## src/rtl/gerencia_vagas_if.sv

```systemverilog
// gerencia_vagas_if: parking occupancy bus.
// SE/SI raw sensor levels in; count, flags, pulses out.
interface gerencia_vagas_if;
  logic       SE;
  logic       SI;
  logic [3:0] Ocupacao;
  logic       Cheio;
  logic       Vazio;
  logic       Entrou;
  logic       Saiu;
  logic       ErroFluxo;

  modport master (
    output SE, SI,
    input  Ocupacao, Cheio, Vazio,
    input  Entrou, Saiu, ErroFluxo
  );

  modport slave (
    input  SE, SI,
    output Ocupacao, Cheio, Vazio,
    output Entrou, Saiu, ErroFluxo
  );
endinterface

```

## src/rtl/gerencia_vagas.sv

```systemverilog
// gerencia_vagas: sensor sync/debounce, passage FSM, occupancy count.
// Ports: clock, reset (async, low), bus (slave: SE/SI in, status out).
module gerencia_vagas #(
  parameter int CAPACIDADE = 8,
  parameter int DEBOUNCE   = 16
) (
  input logic            clock,
  input logic            reset,
  gerencia_vagas_if.slave bus
);

  localparam logic [3:0] LP_CAP = 4'(CAPACIDADE);
  localparam logic [7:0] LP_DBM = 8'(DEBOUNCE - 1);

  typedef enum logic [2:0] {
    IDLE, ENT1, ENT2, ENT3,
    SAI1, SAI2, SAI3, ESPERA
  } st_t;

  // bit 1 = SE, bit 0 = SI throughout
  logic [1:0] r_s1;
  logic [1:0] r_s2;
  logic [1:0] r_deb;
  logic [7:0] r_cnt [2];

  always_ff @(posedge clock or negedge reset) begin
    if (!reset) begin
      r_s1     <= '0;
      r_s2     <= '0;
      r_deb    <= '0;
      r_cnt[0] <= '0;
      r_cnt[1] <= '0;
    end else begin
      r_s1 <= {bus.SE, bus.SI};
      r_s2 <= r_s1;
      for (int i = 0; i < 2; i++) begin
        // any cycle agreeing with the held level restarts the count
        if (r_s2[i] != r_deb[i]) begin
          if (r_cnt[i] == LP_DBM) begin
            r_deb[i] <= r_s2[i];
            r_cnt[i] <= '0;
          end else begin
            r_cnt[i] <= r_cnt[i] + 8'd1;
          end
        end else begin
          r_cnt[i] <= '0;
        end
      end
    end
  end

  st_t        r_state;
  logic [3:0] r_occ;
  logic       r_cheio;
  logic       r_vazio;
  logic       r_entrou;
  logic       r_saiu;
  logic       r_erro;

  st_t        w_nxt;
  logic       w_ent;
  logic       w_sai;
  logic       w_inc;
  logic       w_dec;
  logic       w_err;
  logic [3:0] w_occ_nxt;
  logic [1:0] w_lvl;

  assign w_lvl = r_deb;

  always_comb begin
    w_nxt = r_state;
    w_ent = 1'b0;
    w_sai = 1'b0;
    unique case (r_state)
      IDLE: begin
        case (w_lvl)
          2'b10:   w_nxt = ENT1;
          2'b01:   w_nxt = SAI1;
          2'b11:   w_nxt = ESPERA;
          default: w_nxt = IDLE;
        endcase
      end
      ENT1: begin
        case (w_lvl)
          2'b11:   w_nxt = ENT2;
          2'b00:   w_nxt = IDLE;
          default: w_nxt = ENT1;
        endcase
      end
      ENT2: begin
        case (w_lvl)
          2'b01:   w_nxt = ENT3;
          2'b10:   w_nxt = ENT1;
          2'b00:   w_nxt = IDLE;
          default: w_nxt = ENT2;
        endcase
      end
      ENT3: begin
        case (w_lvl)
          2'b00: begin
            w_nxt = IDLE;
            w_ent = 1'b1;
          end
          2'b11:   w_nxt = ENT2;
          2'b10:   w_nxt = ESPERA;
          default: w_nxt = ENT3;
        endcase
      end
      SAI1: begin
        case (w_lvl)
          2'b11:   w_nxt = SAI2;
          2'b00:   w_nxt = IDLE;
          default: w_nxt = SAI1;
        endcase
      end
      SAI2: begin
        case (w_lvl)
          2'b10:   w_nxt = SAI3;
          2'b01:   w_nxt = SAI1;
          2'b00:   w_nxt = IDLE;
          default: w_nxt = SAI2;
        endcase
      end
      SAI3: begin
        case (w_lvl)
          2'b00: begin
            w_nxt = IDLE;
            w_sai = 1'b1;
          end
          2'b11:   w_nxt = SAI2;
          2'b01:   w_nxt = ESPERA;
          default: w_nxt = SAI3;
        endcase
      end
      ESPERA: begin
        if (w_lvl == 2'b00) w_nxt = IDLE;
      end
      default: w_nxt = IDLE;
    endcase
  end

  // saturating count: a completion at a limit becomes an error pulse
  assign w_inc = w_ent && (r_occ < LP_CAP);
  assign w_dec = w_sai && (r_occ != 4'd0);
  assign w_err = (w_ent && !w_inc) ||
                 (w_sai && !w_dec);

  always_comb begin
    w_occ_nxt = r_occ;
    if (w_inc) w_occ_nxt = r_occ + 4'd1;
    if (w_dec) w_occ_nxt = r_occ - 4'd1;
  end

  always_ff @(posedge clock or negedge reset) begin
    if (!reset) begin
      r_state  <= IDLE;
      r_occ    <= '0;
      r_cheio  <= 1'b0;
      r_vazio  <= 1'b1;
      r_entrou <= 1'b0;
      r_saiu   <= 1'b0;
      r_erro   <= 1'b0;
    end else begin
      r_state  <= w_nxt;
      r_occ    <= w_occ_nxt;
      r_cheio  <= (w_occ_nxt == LP_CAP);
      r_vazio  <= (w_occ_nxt == 4'd0);
      r_entrou <= w_inc;
      r_saiu   <= w_dec;
      r_erro   <= w_err;
    end
  end

  assign bus.Ocupacao  = r_occ;
  assign bus.Cheio     = r_cheio;
  assign bus.Vazio     = r_vazio;
  assign bus.Entrou    = r_entrou;
  assign bus.Saiu      = r_saiu;
  assign bus.ErroFluxo = r_erro;

endmodule
```

## src/flat_wrapper.sv

```systemverilog
// flat-port wrapper written by rule: the top's interface ports become plain ports
module gerencia_vagas_flat 
#(
  parameter int CAPACIDADE = 8,
  parameter int DEBOUNCE   = 16
)
  (clock, reset, bus_SE, bus_SI, bus_Ocupacao, bus_Cheio, bus_Vazio, bus_Entrou, bus_Saiu, bus_ErroFluxo);
  gerencia_vagas_if bus_i ();
  input logic clock;
  input logic reset;
  input wire logic [$bits(bus_i.SE)-1:0] bus_SE;
  input wire logic [$bits(bus_i.SI)-1:0] bus_SI;
  output wire logic [$bits(bus_i.Ocupacao)-1:0] bus_Ocupacao;
  output wire logic [$bits(bus_i.Cheio)-1:0] bus_Cheio;
  output wire logic [$bits(bus_i.Vazio)-1:0] bus_Vazio;
  output wire logic [$bits(bus_i.Entrou)-1:0] bus_Entrou;
  output wire logic [$bits(bus_i.Saiu)-1:0] bus_Saiu;
  output wire logic [$bits(bus_i.ErroFluxo)-1:0] bus_ErroFluxo;
  assign bus_i.SE = bus_SE;
  assign bus_i.SI = bus_SI;
  assign bus_Ocupacao = bus_i.Ocupacao;
  assign bus_Cheio = bus_i.Cheio;
  assign bus_Vazio = bus_i.Vazio;
  assign bus_Entrou = bus_i.Entrou;
  assign bus_Saiu = bus_i.Saiu;
  assign bus_ErroFluxo = bus_i.ErroFluxo;
  gerencia_vagas #(.CAPACIDADE(CAPACIDADE), .DEBOUNCE(DEBOUNCE)) u_core (.clock(clock), .reset(reset), .bus(bus_i));
endmodule
```

## config.mk

```make
export PLATFORM = sky130hd
export DESIGN_NAME = gerencia_vagas_flat
export DESIGN_NICKNAME = d
export VERILOG_FILES = /design/src/rtl/gerencia_vagas_if.sv /design/src/rtl/gerencia_vagas.sv /design/src/flat_wrapper.sv
export SDC_FILE = /design/constraint.sdc
export NUM_CORES = 1
export LEC_CHECK = 0
export CORE_AREA = 2 2 60 62
export DETAILED_ROUTE_END_ITERATION = 10
export DIE_AREA = 0 0 62 64
export PLACE_DENSITY = 0.73
export SETUP_SLACK_MARGIN = 0.4
export SYNTH_ARGS = -nofsm -noshare
export SYNTH_HDL_FRONTEND = slang
export SYNTH_SLANG_ARGS = --single-unit
```

## constraint.sdc

```tcl
create_clock -name clock -period 3.6 [get_ports clock]
set_input_delay 0.72 -clock clock [delete_from_list [all_inputs] [get_ports clock]]
set_output_delay 0.72 -clock clock [all_outputs]
set_load 0.03 [all_outputs]
```

# Yosys cells after proc, flatten, opt, wreduce, memory -nomap -nowiden
# Index checks and enable logic that the tools add are counted.
# word_totals
ff_bits	34
in_bits	4
output_inout_bits	9
wordCells	65
# op_classes
add_sub_neg	4
magnitude_cmp	1
eq_ne	16
mux	18
reduce_logical	13
# op_table
op	n
$pmux W3 S3	4
$mux W8	4
$pmux W3 S8	1
$add A8 B1 Y8 const B	2
$eq A8 B4 Y1 const B	2
$eq A3 B3 Y1 const B	4
$mux W4	2
$eq A3 B2 Y1 const B	2
$pmux W2 S3	1
$pmux W3 S2	1
$add A4 B1 Y4 const B	1
$eq A2 B2 Y1 const B	2
$eq A4 B4 Y1 const B	1
$logic_and A1 B1 Y1	4
$logic_not A4 Y1	1
$lt A4 B4 Y1 const B	1
$pmux W2 S2	1
$reduce_and A2 Y1	2
$reduce_bool A4 Y1	1
$sub A4 B1 Y4 const B	1
$eq A3 B1 Y1 const B	1
$logic_not A3 Y1	1
$mux W1	3
$mux W3	1
other kinds (6)	8

# Depth between registers and ports, before layout
# logic_depth
depth_word	7
depth_mapped	6
ltp_nobuf	6

# Worst setup path before layout
# No wires, ideal clock.
# synth_timing
kind	reg2reg
start	register u_core.r_occ[0], in the netlist u_core.bus.Ocupacao[0]
end	register u_core.r_cheio, in the netlist u_core.bus.Cheio
setup_ns	0.080
arrival_time_ns	1.811
required_ns	3.520
setup_slack_ns	1.709
path_stages_with_launch	7
path_buffers	0
period_less_slack_ns	1.891
path_cell_list	dfrtp_1 -> inv_1 -> ha_1 -> nor3b_2 -> or4_4 -> nand3_2 -> nor3b_2
# synth_between
elab_chain_len	5
elab_cells_between_ends	9
cone_classes	add/sub (2); order compare (1); eq/ne (1); mux (2); reduce/logical (3)
# synth_rtl
element	line	text
start: declaration	gerencia_vagas.sv:53	logic [3:0] r_occ;
start signal: assignment	gerencia_vagas.sv:166	r_occ <= w_occ_nxt;
$lt A4 B4 Y1	gerencia_vagas.sv:144	assign w_inc = w_ent && (r_occ < LP_CAP);
$logic_and A1 B1 Y1	gerencia_vagas.sv:144	
$mux W4	gerencia_vagas.sv:151	if (w_inc) w_occ_nxt = r_occ + 4'd1;
$mux W4 *	gerencia_vagas.sv:152	if (w_dec) w_occ_nxt = r_occ - 4'd1;
net u_core.w_occ_nxt[3]	gerencia_vagas.sv:66	logic [3:0] w_occ_nxt;
$eq A4 B4 Y1 *	gerencia_vagas.sv:167	r_cheio <= (w_occ_nxt == LP_CAP);
end signal: assignment	gerencia_vagas.sv:167	
end: declaration	gerencia_vagas.sv:54	logic r_cheio;
# Mark *: on every way through the listed nets, which the timed path passes. The rest lies on a longest branch.
# A chain may end at the register's enable or synchronous reset.

# Final worst setup path
# layout_timing
start	register u_core.r_occ[3], in the netlist u_core.bus.Ocupacao[3]
end	output bus_Ocupacao[3]
# layout_lines
element	line	text
end: declaration	flat_wrapper.sv:13	output wire logic [$bits(bus_i.Ocupacao)-1:0] bus_Ocupacao;
# No word-level cell between the ends.

==> run_results.csv <==
group,metric,value,unit
layout,fill_cells,277,
sta,skew,12.6,ps
drt,vias_per_cell,5.35,
clocking,post-cts-setup-buffers,0,
die,rows,21,
clocking,htree_levels,2,
drt,drt-wirelength-per-cell,12.9,um
critical_path,crit_required,2880,ps
critical_path,crit_path_end_kind,"output pin",
sta,maxSlewHeadroom,68.9,%
global_route,grt_antenna_before_repair,0,
drt,routed_wl,2910,um
die,fp.dieW,62,um
logic_synthesis,netlist_area,1740,sq um
placement,port_buffers,12,
logic_synthesis,yosysSeqAreaShare,49.0,%
layout,area_growth,13.3,%
layout,final_cell_mix,"33 x dfrtp_1, 26 x nor2_1, 12 x clkdlybuf4s50_1",
sta,rsz0062_at_grt,"no",
die,die_area,3970,sq um
critical_path,cp_max_fo,10,
sta,min_period_over_period,63.9,%
critical_path,slowest_delay,730,ps
layout,multi_input_area,848,sq um
drt,drt_first_iter_violations,20,
logic_synthesis,ys_types,40,
clocking,cts-root-buf,"clkbuf_4",
logic_synthesis,yosys_warnings,0,
logic_synthesis,synth-xor-area-share,8.55,%
placement,place_area,1910,sq um
clocking,cts_buffers,5,
clocking,clock_latency,340,ps
logic_synthesis,synth_compound_area_share,9.49,%
die,core-area,3280,sq um
global_route,grt_usage,17.5,%
logic_synthesis,syn_area_per_cell,10.7,sq um
sta,tightest_slew,467,ps
drt,dr_total_vias,1208,
critical_path,cp.arrival,1580,ps
clocking,cts_max_path_buffers,2,
critical_path,startpoint_type,"flop",
clocking,hold_buffers,0,
global_route,grt_max_degree,35,
placement,post-dp-hpwl,2150,um
layout,regArea,852,sq um
logic_synthesis,synth_top_family_by_area,"simple AND/OR/NAND/NOR gates",
drt,antenna_left,0,
logic_synthesis,synth_nets,178,
status,outcome,"completed",
clocking,clk_pin_slew,110,ps
logic_synthesis,synth_adder_area_share,7.91,%
critical_path,crit_family,"buffers and inverters",
sta,period_needed,2300,ps
logic_synthesis,synthSimpleGateAreaFrac,20.8,%
logic_synthesis,ys_seq_elements,34,
layout,final_common_cell,"dfrtp_1",
die,fp.dieH,64,um
hold_path,holdCritPathClass,"reg2reg",
layout,diodes,0,
critical_path,critical_path_buf_inv_count,1,
clocking,cts_sinks,34,
critical_path,crit_slowest_cell,"clkdlybuf4s50_1",
global_route,first_global_vias,1227,
clocking,ctsResizeCount,0,
sta,slew_viol_final,0,
die,pin_count,13,
critical_path,path_cells,"clkdlybuf4s50_1",
die,initial_core_util,53.0,%
critical_path,critPathKind,"reg2out",
clocking,cts_tree,"yes",
power,powerDensity,325,nW/um^2
sta,hold_viol,0,
sta,setup_viol,0,
drt,drc_errors,0,
logic_synthesis,synth.area.mux_share,1.94,%
placement,gp_congestion,0.902,
sta,finalSetupTns,0,ps
layout,drive_gt1_share,12.2,%
layout,design_area,1970,sq um
global_route,grt_pass1_wl,5200,um
flow_run,drv_cap,0,
drt,first_pass_iters,4,
power,p_leak,0.951,nW
power,peakVddDrop,0.000188,V
logic_synthesis,synthCells,163,
layout,nNetsFinal,194,
sta,fmax,435,MHz
global_route,overflow,0,
[synth_stat cells]
cell type / n / area share [%]
nor3_1: 3 / 0.86
a22o_1: 1 / 0.50
xnor2_1: 9 / 4.5
nor4_1: 4 / 1.4
mux2_2: 3 / 1.9
nand4b_4: 1 / 1.4
ha_1: 11 / 7.9
nand3_1: 4 / 1.2
and3_1: 3 / 1.1
nand3_2: 1 / 0.58
a21oi_1: 3 / 0.86
nand4b_1: 1 / 0.50
dfrtp_1: 33 / 47
dfstp_2: 1 / 1.5
or3_1: 1 / 0.36
buf_2: 2 / 0.58
and2_1: 3 / 1.1
a211oi_1: 1 / 0.43
nor3b_2: 2 / 1.4
a221o_1: 1 / 0.58
nand2b_1: 1 / 0.36
a221oi_1: 1 / 0.50
or4_4: 1 / 0.65
a211o_1: 1 / 0.50
a2bb2oi_1: 1 / 0.50
xor2_1: 8 / 4.0
o21ai_0: 5 / 1.4
o221ai_1: 1 / 0.50
nand2_1: 11 / 2.4
inv_1: 6 / 1.3
nand4_1: 2 / 0.72
o221a_2: 1 / 0.65
o41ai_1: 1 / 0.50
clkbuf_1: 2 / 0.43
o21a_1: 2 / 0.86
nor2_1: 26 / 5.6
o31ai_1: 1 / 0.43
a311oi_1: 1 / 0.50
o31ai_2: 1 / 0.72
and4b_2: 2 / 1.3
[report_power, final]
part	switching (W)	total, W	internal, W	leakage, nW
combinational	0.0000142	0.0000241	0.00000991	0.460
sequential	0.00000612	0.000396	0.000389	0.457
clock	0.000127	0.000221	0.0000938	0.0343
[sequential cells by signal, indices dropped and copies added, names as in the netlist]
signal / count
u_core.r_cnt: 16
u_core.bus.Ocupacao: 4
u_core.r_state: 3
u_core.r_deb: 2
u_core.r_s1: 2
u_core.r_s2: 2
u_core.bus.Cheio: 1
u_core.bus.Entrou: 1
u_core.bus.ErroFluxo: 1
u_core.bus.Saiu: 1
u_core.bus.Vazio: 1
[cell families (layout without fill, tap and decap cells)]
kind of cell             count (synthesis)  after routing
AO/OA/AOI/OAI                           22             22
XOR/XNOR                                17             17
buffers and inverters                   10             27
AND/OR/NAND/NOR                         66             66
multiplexers                             3              3
adder cells (fa/ha/maj)                 11             11
flip-flops                              34             34
[through the flow]
step,hold slack (ps),power [W],cells,utilization [%],worst slack [ps]
5_1_grt,368,0.000673,226,60.0,1210
4_1_cts,361,0.000650,226,60.0,1280
3_5_place_dp,335,0.000428,218,58.1,1570
3_3_place_gp,341,0.000426,218,58.1,1630
2_1_floorplan,331,0.000412,163,-,1710
6_report,358,0.000641,226,60.0,1300
[layout make-up]
cell class | instances | area share (%)
inverter | 6 | 1.14
clock inverter | 2 | 0.635
clock buffer | 6 | 2.60
sequential | 34 | 43.2
multi-input combinational | 119 | 43.0
timing repair buffer | 13 | 6.47
tap | 46 | 2.92
[worst paths after layout]
| path | end | startpoint | cells past startpoint | slack, ps |
|---|---|---|---|---|
| worst max-delay path | bus_Ocupacao[3] | u_core.bus.Ocupacao[3] | 1 | 1300 |
| worst min-delay path | u_core.r_s2[0] | u_core.r_s1[0] | 0 | 360 |
| worst max register to register | u_core.bus.Cheio | u_core.r_deb[0] | 6 | 1540 |
| worst min register to register | u_core.r_s2[0] | u_core.r_s1[0] | 0 | 360 |
| max in group asynchronous | u_core.bus.Vazio | reset | 2 | 2490 |
| min in group asynchronous | u_core.r_deb[0] | reset | 2 | 780 |
[metal layers]
layer  global-route usage (%)  wire [um]  part of all wire, %
met1                     22.3       1350                   46
met4                     5.59         64                  2.2
met5                        0          0                    0
met3                     6.07        124                  4.3
met2                     27.5       1380                   47
Power figures use the tool's default switching activity.
